--- src/rtl/input_cond_2b_if.sv ---
// Switch-side bundle of the two-bit input conditioner: raw switch bits in,
// debounced code with its update strobe and qualification flag out.
interface input_cond_2b_if;
    logic [1:0] raw;
    logic [1:0] code;
    logic       changed;
    logic       busy;

    // Source of the raw switch bits, consumer of the debounced code
    modport master (
        output raw,
        input  code,
        input  changed,
        input  busy
    );

    // The conditioner itself
    modport slave (
        input  raw,
        output code,
        output changed,
        output busy
    );
endinterface

--- src/rtl/input_cond_2b.sv ---
// Two-bit input conditioner: two-flop synchronizer followed by a whole-symbol
// debouncer that publishes a code after DEBOUNCE_CYCLES identical samples.
module input_cond_2b #(
    parameter int DEBOUNCE_CYCLES = 4,
    parameter int CNT_W           = 3
) (
    input  logic           clock,
    input  logic           init,
    input_cond_2b_if.slave io
);

    typedef enum logic {
        IDLE = 1'b0,
        QUAL = 1'b1
    } state_t;

    localparam logic [CNT_W-1:0] CNT_ZERO = CNT_W'(0);
    localparam logic [CNT_W-1:0] CNT_ONE  = CNT_W'(1);
    localparam logic [CNT_W-1:0] CNT_LAST = CNT_W'(DEBOUNCE_CYCLES - 1);

    logic [1:0]       sync1_q;
    logic [1:0]       sync2_q;
    logic [1:0]       code_q;
    logic [1:0]       code_d;
    logic [1:0]       cand_q;
    logic [1:0]       cand_d;
    logic [CNT_W-1:0] cnt_q;
    logic [CNT_W-1:0] cnt_d;
    logic             changed_q;
    logic             changed_d;
    state_t           state_q;
    state_t           state_d;

    // Two-flop synchronizer for the asynchronous switch bits
    always_ff @(posedge clock or posedge init) begin
        if (init) begin
            sync1_q <= 2'b00;
            sync2_q <= 2'b00;
        end else begin
            sync1_q <= io.raw;
            sync2_q <= sync1_q;
        end
    end

    // Debouncer state, qualified code and update strobe registers
    always_ff @(posedge clock or posedge init) begin
        if (init) begin
            state_q   <= IDLE;
            code_q    <= 2'b00;
            cand_q    <= 2'b00;
            cnt_q     <= CNT_ZERO;
            changed_q <= 1'b0;
        end else begin
            state_q   <= state_d;
            code_q    <= code_d;
            cand_q    <= cand_d;
            cnt_q     <= cnt_d;
            changed_q <= changed_d;
        end
    end

    // Next-state logic; the counter only runs while sync2 matches the candidate
    always_comb begin
        state_d   = state_q;
        code_d    = code_q;
        cand_d    = cand_q;
        cnt_d     = cnt_q;
        changed_d = 1'b0;
        case (state_q)
            IDLE: begin
                if (sync2_q != code_q) begin
                    cand_d  = sync2_q;
                    cnt_d   = CNT_ONE;
                    state_d = QUAL;
                end else begin
                    cnt_d   = CNT_ZERO;
                end
            end
            QUAL: begin
                if (sync2_q == cand_q) begin
                    if (cnt_q == CNT_LAST) begin
                        code_d    = cand_q;
                        changed_d = 1'b1;
                        cnt_d     = CNT_ZERO;
                        state_d   = IDLE;
                    end else begin
                        cnt_d     = cnt_q + CNT_ONE;
                    end
                end else if (sync2_q == code_q) begin
                    cnt_d   = CNT_ZERO;
                    state_d = IDLE;
                end else begin
                    // A different intermediate symbol restarts qualification
                    cand_d  = sync2_q;
                    cnt_d   = CNT_ONE;
                end
            end
            default: begin
                cnt_d   = CNT_ZERO;
                state_d = IDLE;
            end
        endcase
    end

    assign io.code    = code_q;
    assign io.changed = changed_q;
    assign io.busy    = (state_q == QUAL);

endmodule
--- src/flat_wrapper.sv ---
// flat-port wrapper written by rule: the top's interface ports become plain ports
module input_cond_2b_flat 
#(
    parameter int DEBOUNCE_CYCLES = 4,
    parameter int CNT_W           = 3
)
  (clock, init, io_raw, io_code, io_changed, io_busy);
  input_cond_2b_if io_i ();
  input  logic clock;
  input  logic init;
  input wire logic [$bits(io_i.raw)-1:0] io_raw;
  output wire logic [$bits(io_i.code)-1:0] io_code;
  output wire logic [$bits(io_i.changed)-1:0] io_changed;
  output wire logic [$bits(io_i.busy)-1:0] io_busy;
  assign io_i.raw = io_raw;
  assign io_code = io_i.code;
  assign io_changed = io_i.changed;
  assign io_busy = io_i.busy;
  input_cond_2b #(.DEBOUNCE_CYCLES(DEBOUNCE_CYCLES), .CNT_W(CNT_W)) u_core (.clock(clock), .init(init), .io(io_i));
endmodule
--- config.mk ---
export PLATFORM = sky130hd
export DESIGN_NAME = input_cond_2b_flat
export DESIGN_NICKNAME = d
export VERILOG_FILES = /design/src/rtl/input_cond_2b_if.sv /design/src/rtl/input_cond_2b.sv /design/src/flat_wrapper.sv
export SDC_FILE = /design/constraint.sdc
export NUM_CORES = 1
export LEC_CHECK = 0
export ABC_AREA = 1
export ABC_CLOCK_PERIOD_IN_PS = 1300
export CORE_MARGIN = 3
export CORE_UTILIZATION = 30
export CTS_CLUSTER_DIAMETER = 40
export DETAILED_ROUTE_END_ITERATION = 7
export SYNTH_ARGS = -nofsm -noshare
export SYNTH_HDL_FRONTEND = slang
export SYNTH_SLANG_ARGS = --single-unit
--- constraint.sdc ---
create_clock -name clock -period 1.3 [get_ports clock]
set_input_delay 0.13 -clock clock [delete_from_list [all_inputs] [get_ports clock]]
set_output_delay 0.13 -clock clock [all_outputs]
set_load 0.05 [all_outputs]
==> reports/metrics.cfg, run 1 <==
[detailed_routing]
drt_first_pass_iters=3
vias=396
via_per_inst=4.17
routed_wirelength_um=933
drc=0
wl_per_cell_um=9.82
drt-initial-drc-count=3
drtAntennaViolNets=0

[final_layout]
area_delta_synth_final_pct=31.1
antenna_cells=0
finalNetCount=77
drive_gt1_frac=0.183

[logic_synthesis]
syn-mean-instance-area_um2=9.11
synthMuxAreaShare=0
synth_compound_area_frac=0.0275
yosysTopAreaCell=dfrtp_1
synth_adder_area_share=0.0229
ys_ff_latch=13
synth_xor_area_frac=0.0481
yosysSeqAreaShare=0.595
syn_area_um2=547
ys_warn_count=0
yosys.area_share.simple=0.245
synth_top_area_share=0.595
synth_top_family_by_area=simple AND/OR/NAND/NOR gates
synth_area_leaders=dfrtp_1 (59%), nand2_1 (13%), inv_1 (6.2%)
synthCells=60
post_synth_num_cell_types=12
syn_nets=65

[critical_path]
cp-end-kind=flop
crit_path_max_incr_delay_ns=0.44
r2r_cells=6
slowest_stage=dfrtp_1
worstPathRequired_ns=1.49
arrival_ns=1.34
ff2ff_setup_slack_ns=0.15
path_common_cell=nand2_1
path_max_fanout=6
start_kind=flop
cp-endpoint=u_core.cnt_q[0]$_DFF_PP0_
crit_type=flop to flop
crit_start=u_core.sync2_q[0]$_DFF_PP0_
worst-path-buf-inv=0
timing.rr.end=u_core.cnt_q[0]$_DFF_PP0_
crit_path_cell_trace=xnor2_1 -> nand2_2 -> nand2_2 -> nand2_1 -> nand2_1 -> nand2_1
crit_family=flip-flops
r2r_start=u_core.sync2_q[0]$_DFF_PP0_
cp.depth=6

[run]
drv_cap=0

[sta]
holdWs_ns=0.153
hold_viol_final=0
fin_crit_ns=1.15
post-route-period-util=0.886
setup_violations=0
relSlewSlack=0.677
fin_skew_ns=0.00227
fin_setup_tns_ns=0
max_freq_mhz=868
layout_setup_ws_ns=0.148
rsz0062_at_grt=no
maxSlewViolCount=0
tightest_slew_ns=0.485

[clock_tree]
cts_made_buffers=3
clkTransAtPathRegs_ns=0.09
clock-sinks=13
root_buffer=clkbuf_4
postCtsSetupRepairBufs=0
cts_buffer_depth=2
clk_latency_ns=0.28
cts-htree-levels=1
cts_tree=yes

[power]
pwr-share-seq=0.400
finalPower_mw=1.47
ir_worst_vdd_mv=1.10
switching_share=0.403
power.density_nw_per_um2=2050
comb_power_share=0.423
clkPwrFrac=0.178
leakagePower_nw=0.371
p_sw_mw=0.593
internal-power_mw=0.879

[die]
die_w_um=48.7
start_util=0.339
rows=14
die_area_um2=2370
die_h_um=48.7
io_pins=8
fp.coreArea_um2=1610

[placement]
port-buffer-count=7
globalplace.congestion=0.678
post-dp-hpwl_um=666
dp_worst_setup_slack_ns=0.163

[grt]
grt.overflow.total=0
grt_usage=0.105
grt_pass1_wl_um=1830
grt_max_degree=14
grt_pass1_vias=375
grt_antenna_before_repair=0

[min_path]
hold_path.class=primary input to async pin

[run_status]
status=complete, no violations

==> power by group through the flow <==
stage,combinational [mW],clock [mW],sequential (mW)
2_1_floorplan,0.312,0,0.678
3_3_place_gp,0.621,0,0.594
3_5_place_dp,0.623,0,0.595
4_1_cts,0.628,0.271,0.590
5_1_grt,0.715,0.296,0.606
6_report,0.622,0.261,0.588
==> registers in the layout, summed over array words and instances (netlist names) <==
register and cells:
u_core.cnt_q 3, u_core.io.busy 1, u_core.sync2_q 2, u_core.io.changed 1
u_core.cand_q 2, u_core.sync1_q 2, u_core.io.code 2
==> worst min path at each step <==
stage | start | to | cells past startpoint
floorplan | init | u_core.cand_q[0]$_DFFE_PP0P_ | 1
global placement | u_core.sync1_q[0]$_DFF_PP0_ | u_core.sync2_q[0]$_DFF_PP0_ | 0
detailed placement | u_core.sync1_q[0]$_DFF_PP0_ | u_core.sync2_q[0]$_DFF_PP0_ | 0
CTS | init | u_core.sync1_q[0]$_DFF_PP0_ | 2
global route | init | u_core.sync2_q[1]$_DFF_PP0_ | 2
finish | init | u_core.io.code[0]$_DFFE_PP0P_ | 2
==> cell type report <==
class / instances / area (um2)
Inverter: 9 / 33.8
Tap cell: 24 / 30.0
Clock inverter: 1 / 5.00
Timing Repair Buffer: 7 / 110
Fill cell: 179 / 895
Clock buffer: 3 / 22.5
Sequential cell: 13 / 325
Multi-Input combinational cell: 38 / 190
==> repair_timing <==
item / 4_1_cts / 5_1_grt
resized for setup: 0 / 1
setup endpoints to repair: 0 / 1
hold buffers: 0 / 0
==> routing by layer <==
metal | routed length [um] | global-route usage
met1 | 449 | 0.141
met2 | 411 | 0.138
met3 | 71 | 0.0583
met4 | 0 | 0.0427
met5 | 0 | 0
==> synth_stat cells <==
library cell / instances
nand2_1: 19
dfrtp_1: 13
inv_1: 9
nor2_1: 5
nand3_1: 3
xnor2_1: 3
nand2_2: 2
o21ai_1: 2
ha_1: 1
nand3_2: 1
nor2_2: 1
o21ai_0: 1
==> cell families after synthesis <==
family	Yosys count
XOR/XNOR	3
AO/OA/AOI/OAI	3
buffers and inverters	9
AND/OR/NAND/NOR	31
adder cells (fa/ha/maj)	1
flip-flops	13
==> stage by stage <==
stage	std cells	area, um2	util
finish	95	717	0.445
global route	95	717	0.445
CTS	95	714	0.443
detailed placement	91	687	0.426
global placement	91	687	0.426
floorplan	60	547	-
==> placed cells by master (no fill, tap or decap) <==
cell type	instances
ha_1	1
dfrtp_1	13
clkdlybuf4s50_1	3
o21ai_0	1
buf_12	4
nand3_2	1
o21ai_1	2
nor2_1	5
nand3_1	3
nand2_1	18
nor2_2	1
inv_1	9
nand2_2	3
clkinv_2	1
clkbuf_4	3
xnor2_1	3
(Power assumes the default switching activity.)
==> run 2, diff against run 1 <==
--- a/config.mk
+++ b/config.mk
@@ -7,10 +7,10 @@
 export LEC_CHECK = 0
 export ABC_AREA = 1
 export ABC_CLOCK_PERIOD_IN_PS = 1300
-export CORE_MARGIN = 3
-export CORE_UTILIZATION = 30
+export CORE_AREA = 3 3 40 42
 export CTS_CLUSTER_DIAMETER = 40
 export DETAILED_ROUTE_END_ITERATION = 7
+export DIE_AREA = 0 0 43 45
 export SYNTH_ARGS = -nofsm -noshare
 export SYNTH_HDL_FRONTEND = slang
 export SYNTH_SLANG_ARGS = --single-unit
==> run 2 against run 1 <==
Compared with the run above: setup slack got worse by 0.023 ns; power fell by 1.8%; highest routed layer is now met4; count of clock-buffer cells in the layout grew 1; maximum frequency shrank 2.0%; critical endpoint unchanged; register-to-register slack lost 0.02 ns; design area is 2.1% lower; largest power group unchanged; via count decreased by 3.0%; global-route usage down 0.51 points; first-iteration DRC count increased by 100%.
==> reports/metrics.cfg, run 2 (synthesis results as in run 1) <==
[placement]
port-buffer-count=7  ; unchanged
post-dp-hpwl_um=614  ; -7.8%
dp_worst_setup_slack_ns=0.137  ; -0.0259 ns
globalplace.congestion=0.696  ; +2.7%

[grt]
busiest_layer=met2
globalRouteMet2Util=0.150  ; +0.0117
grt.overflow.total=0  ; unchanged
grt_use_met1=0.118  ; -0.0236
grt_max_degree=14  ; unchanged
grt_antenna_before_repair=0  ; unchanged
globalRouteMet3Util=0.0279  ; -0.0304
grt_pass1_vias=359  ; -4.3%
grt_pass1_wl_um=1380  ; -25%
grt_usage=0.100  ; -0.00508

[critical_path]
crit_family=flip-flops
ff2ff_setup_slack_ns=0.13  ; -0.02 ns
path_common_cell=nand2_1
path_max_fanout=6  ; unchanged
r2r_start=u_core.sync2_q[0]$_DFF_PP0_
start_kind=flop
slowest_stage=dfrtp_1
crit_path_cell_trace=xnor2_1 -> nand2_2 -> nand2_2 -> nand2_1 -> nand2_1 -> nand2_1
arrival_ns=1.34  ; about the same
cp-end-kind=flop
worstPathRequired_ns=1.46  ; -0.03 ns
timing.rr.end=u_core.cnt_q[0]$_DFF_PP0_
crit_path_max_incr_delay_ns=0.44  ; about the same
worst-path-buf-inv=0  ; unchanged
cp.depth=6  ; unchanged
r2r_cells=6  ; unchanged
crit_type=flop to flop

[clock_tree]
clock-sinks=13  ; unchanged
root_buffer=clkbuf_4
postCtsSetupRepairBufs=0  ; unchanged
clkTransAtPathRegs_ns=0.07  ; -0.02 ns
holdBufCountCts=0  ; unchanged
cts_made_buffers=3  ; unchanged
cts-htree-levels=1  ; unchanged
cts_repair_resize_count=0  ; unchanged
cts_tree=yes
cts_buffer_depth=2  ; unchanged
clk_latency_ns=0.27  ; about the same

[detailed_routing]
drt-initial-drc-count=6  ; +3
vias=384  ; -3.0%
via_per_inst=4.47  ; +7.1%
drc=0  ; unchanged
wl_per_cell_um=9.50  ; -3.3%
routed_wirelength_um=817  ; -12%
drtAntennaViolNets=0  ; unchanged
drt_first_pass_iters=4  ; +1

[final_layout]
antenna_cells=0  ; unchanged
n_fill_cell=121  ; -32%
final_cell_mix=nand2_1 (19), dfrtp_1 (13), inv_1 (9)
final_common_cell=nand2_1
largest_reg_flops=3  ; unchanged
regArea_um2=325  ; unchanged
multiInputGateArea_um2=188  ; -1.3%
drive_gt1_frac=0.155  ; -0.0282
top_register=u_core.cnt_q
finalNetCount=77  ; unchanged
area_delta_synth_final_pct=28.4

[power]
ir_worst_vdd_mv=0.970  ; -12%
leakagePower_nw=0.368  ; -0.85%
power.density_nw_per_um2=2060  ; +0.26%
finalPower_mw=1.44  ; -1.8%

[sta]
max_freq_mhz=851  ; -2.0%
holdWs_ns=0.170  ; +0.0164 ns
setup_violations=0  ; unchanged
hold_viol_final=0  ; unchanged
fin_crit_ns=1.17  ; +0.0230 ns
rsz0062_at_grt=no
post-route-period-util=0.904  ; +0.0177
fin_setup_tns_ns=0  ; unchanged
maxSlewViolCount=0  ; unchanged
fin_skew_ns=0.000721  ; -0.00155 ns
tightest_slew_ns=0.475  ; -0.00974 ns
relSlewSlack=0.683  ; +0.00650
layout_setup_ws_ns=0.125  ; -0.0230 ns

[die]
start_util=0.426  ; +0.0862
rows=13  ; -1
die_w_um=43  ; -12%
io_pins=8  ; unchanged
fp.coreArea_um2=1280  ; -20%
die_area_um2=1940  ; -18%
die_h_um=45  ; -7.6%

[run_status]
status=complete, no violations

[min_path]
hold_path.class=primary input to async pin

[run]
drv_cap=0  ; unchanged

-- run 2: cell count changes in the layout (fill, tap and decap cells not counted), sizes merged --
| cell | change |
|---|---|
| clkbuf | +1 |
| clkinv | -1 |
-- run 2: where the power goes --
| part | internal, mW | leakage [nW] | switching (mW) |
|---|---|---|---|
| sequential | 0.501 | 0.160 | 0.0880 |
| clock | 0.119 | 0.0150 | 0.120 |
| combinational | 0.262 | 0.193 | 0.355 |
-- run 2: final cells by class --
cell class              count  area share
flip-flops and latches     13       0.463
well taps                  15      0.0267
clock buffers               4      0.0374
inverters                   9      0.0481
repair buffers              7       0.157
multi-input cells          38       0.267
-- run 2: worst reg2reg max path, stage by stage, from the launching register on --
cell and delay [ns]:
dfrtp_1 0.44, xnor2_1 0.26, nand2_2 0.15, nand2_2 0.08
nand2_1 0.05, nand2_1 0.05, nand2_1 0.05
-- run 2: worst max-delay path by stage --
stage | end | from
floorplan | u_core.cnt_q[0]$_DFF_PP0_ | u_core.io.code[1]$_DFFE_PP0P_
global placement | u_core.cnt_q[0]$_DFF_PP0_ | u_core.sync2_q[0]$_DFF_PP0_
detailed placement | u_core.cnt_q[0]$_DFF_PP0_ | u_core.sync2_q[0]$_DFF_PP0_
CTS | u_core.cnt_q[0]$_DFF_PP0_ | u_core.sync2_q[0]$_DFF_PP0_
global route | u_core.cnt_q[0]$_DFF_PP0_ | u_core.io.code[1]$_DFFE_PP0P_
finish | u_core.cnt_q[0]$_DFF_PP0_ | u_core.sync2_q[0]$_DFF_PP0_
-- run 2: per-stage QoR --
stage | instances | instance area [um2] | utilization
floorplan | 60 | 547 | -
global placement | 82 | 676 | 0.526
detailed placement | 82 | 676 | 0.526
CTS | 86 | 702 | 0.546
global route | 86 | 702 | 0.546
finish | 86 | 702 | 0.546
-- run 2: metal layers --
metal / routed length, um / part of all wire
met2: 362 / 0.44
met3: 45 / 0.055
met5: 0 / 0
met1: 401 / 0.49
met4: 8 / 0.0098
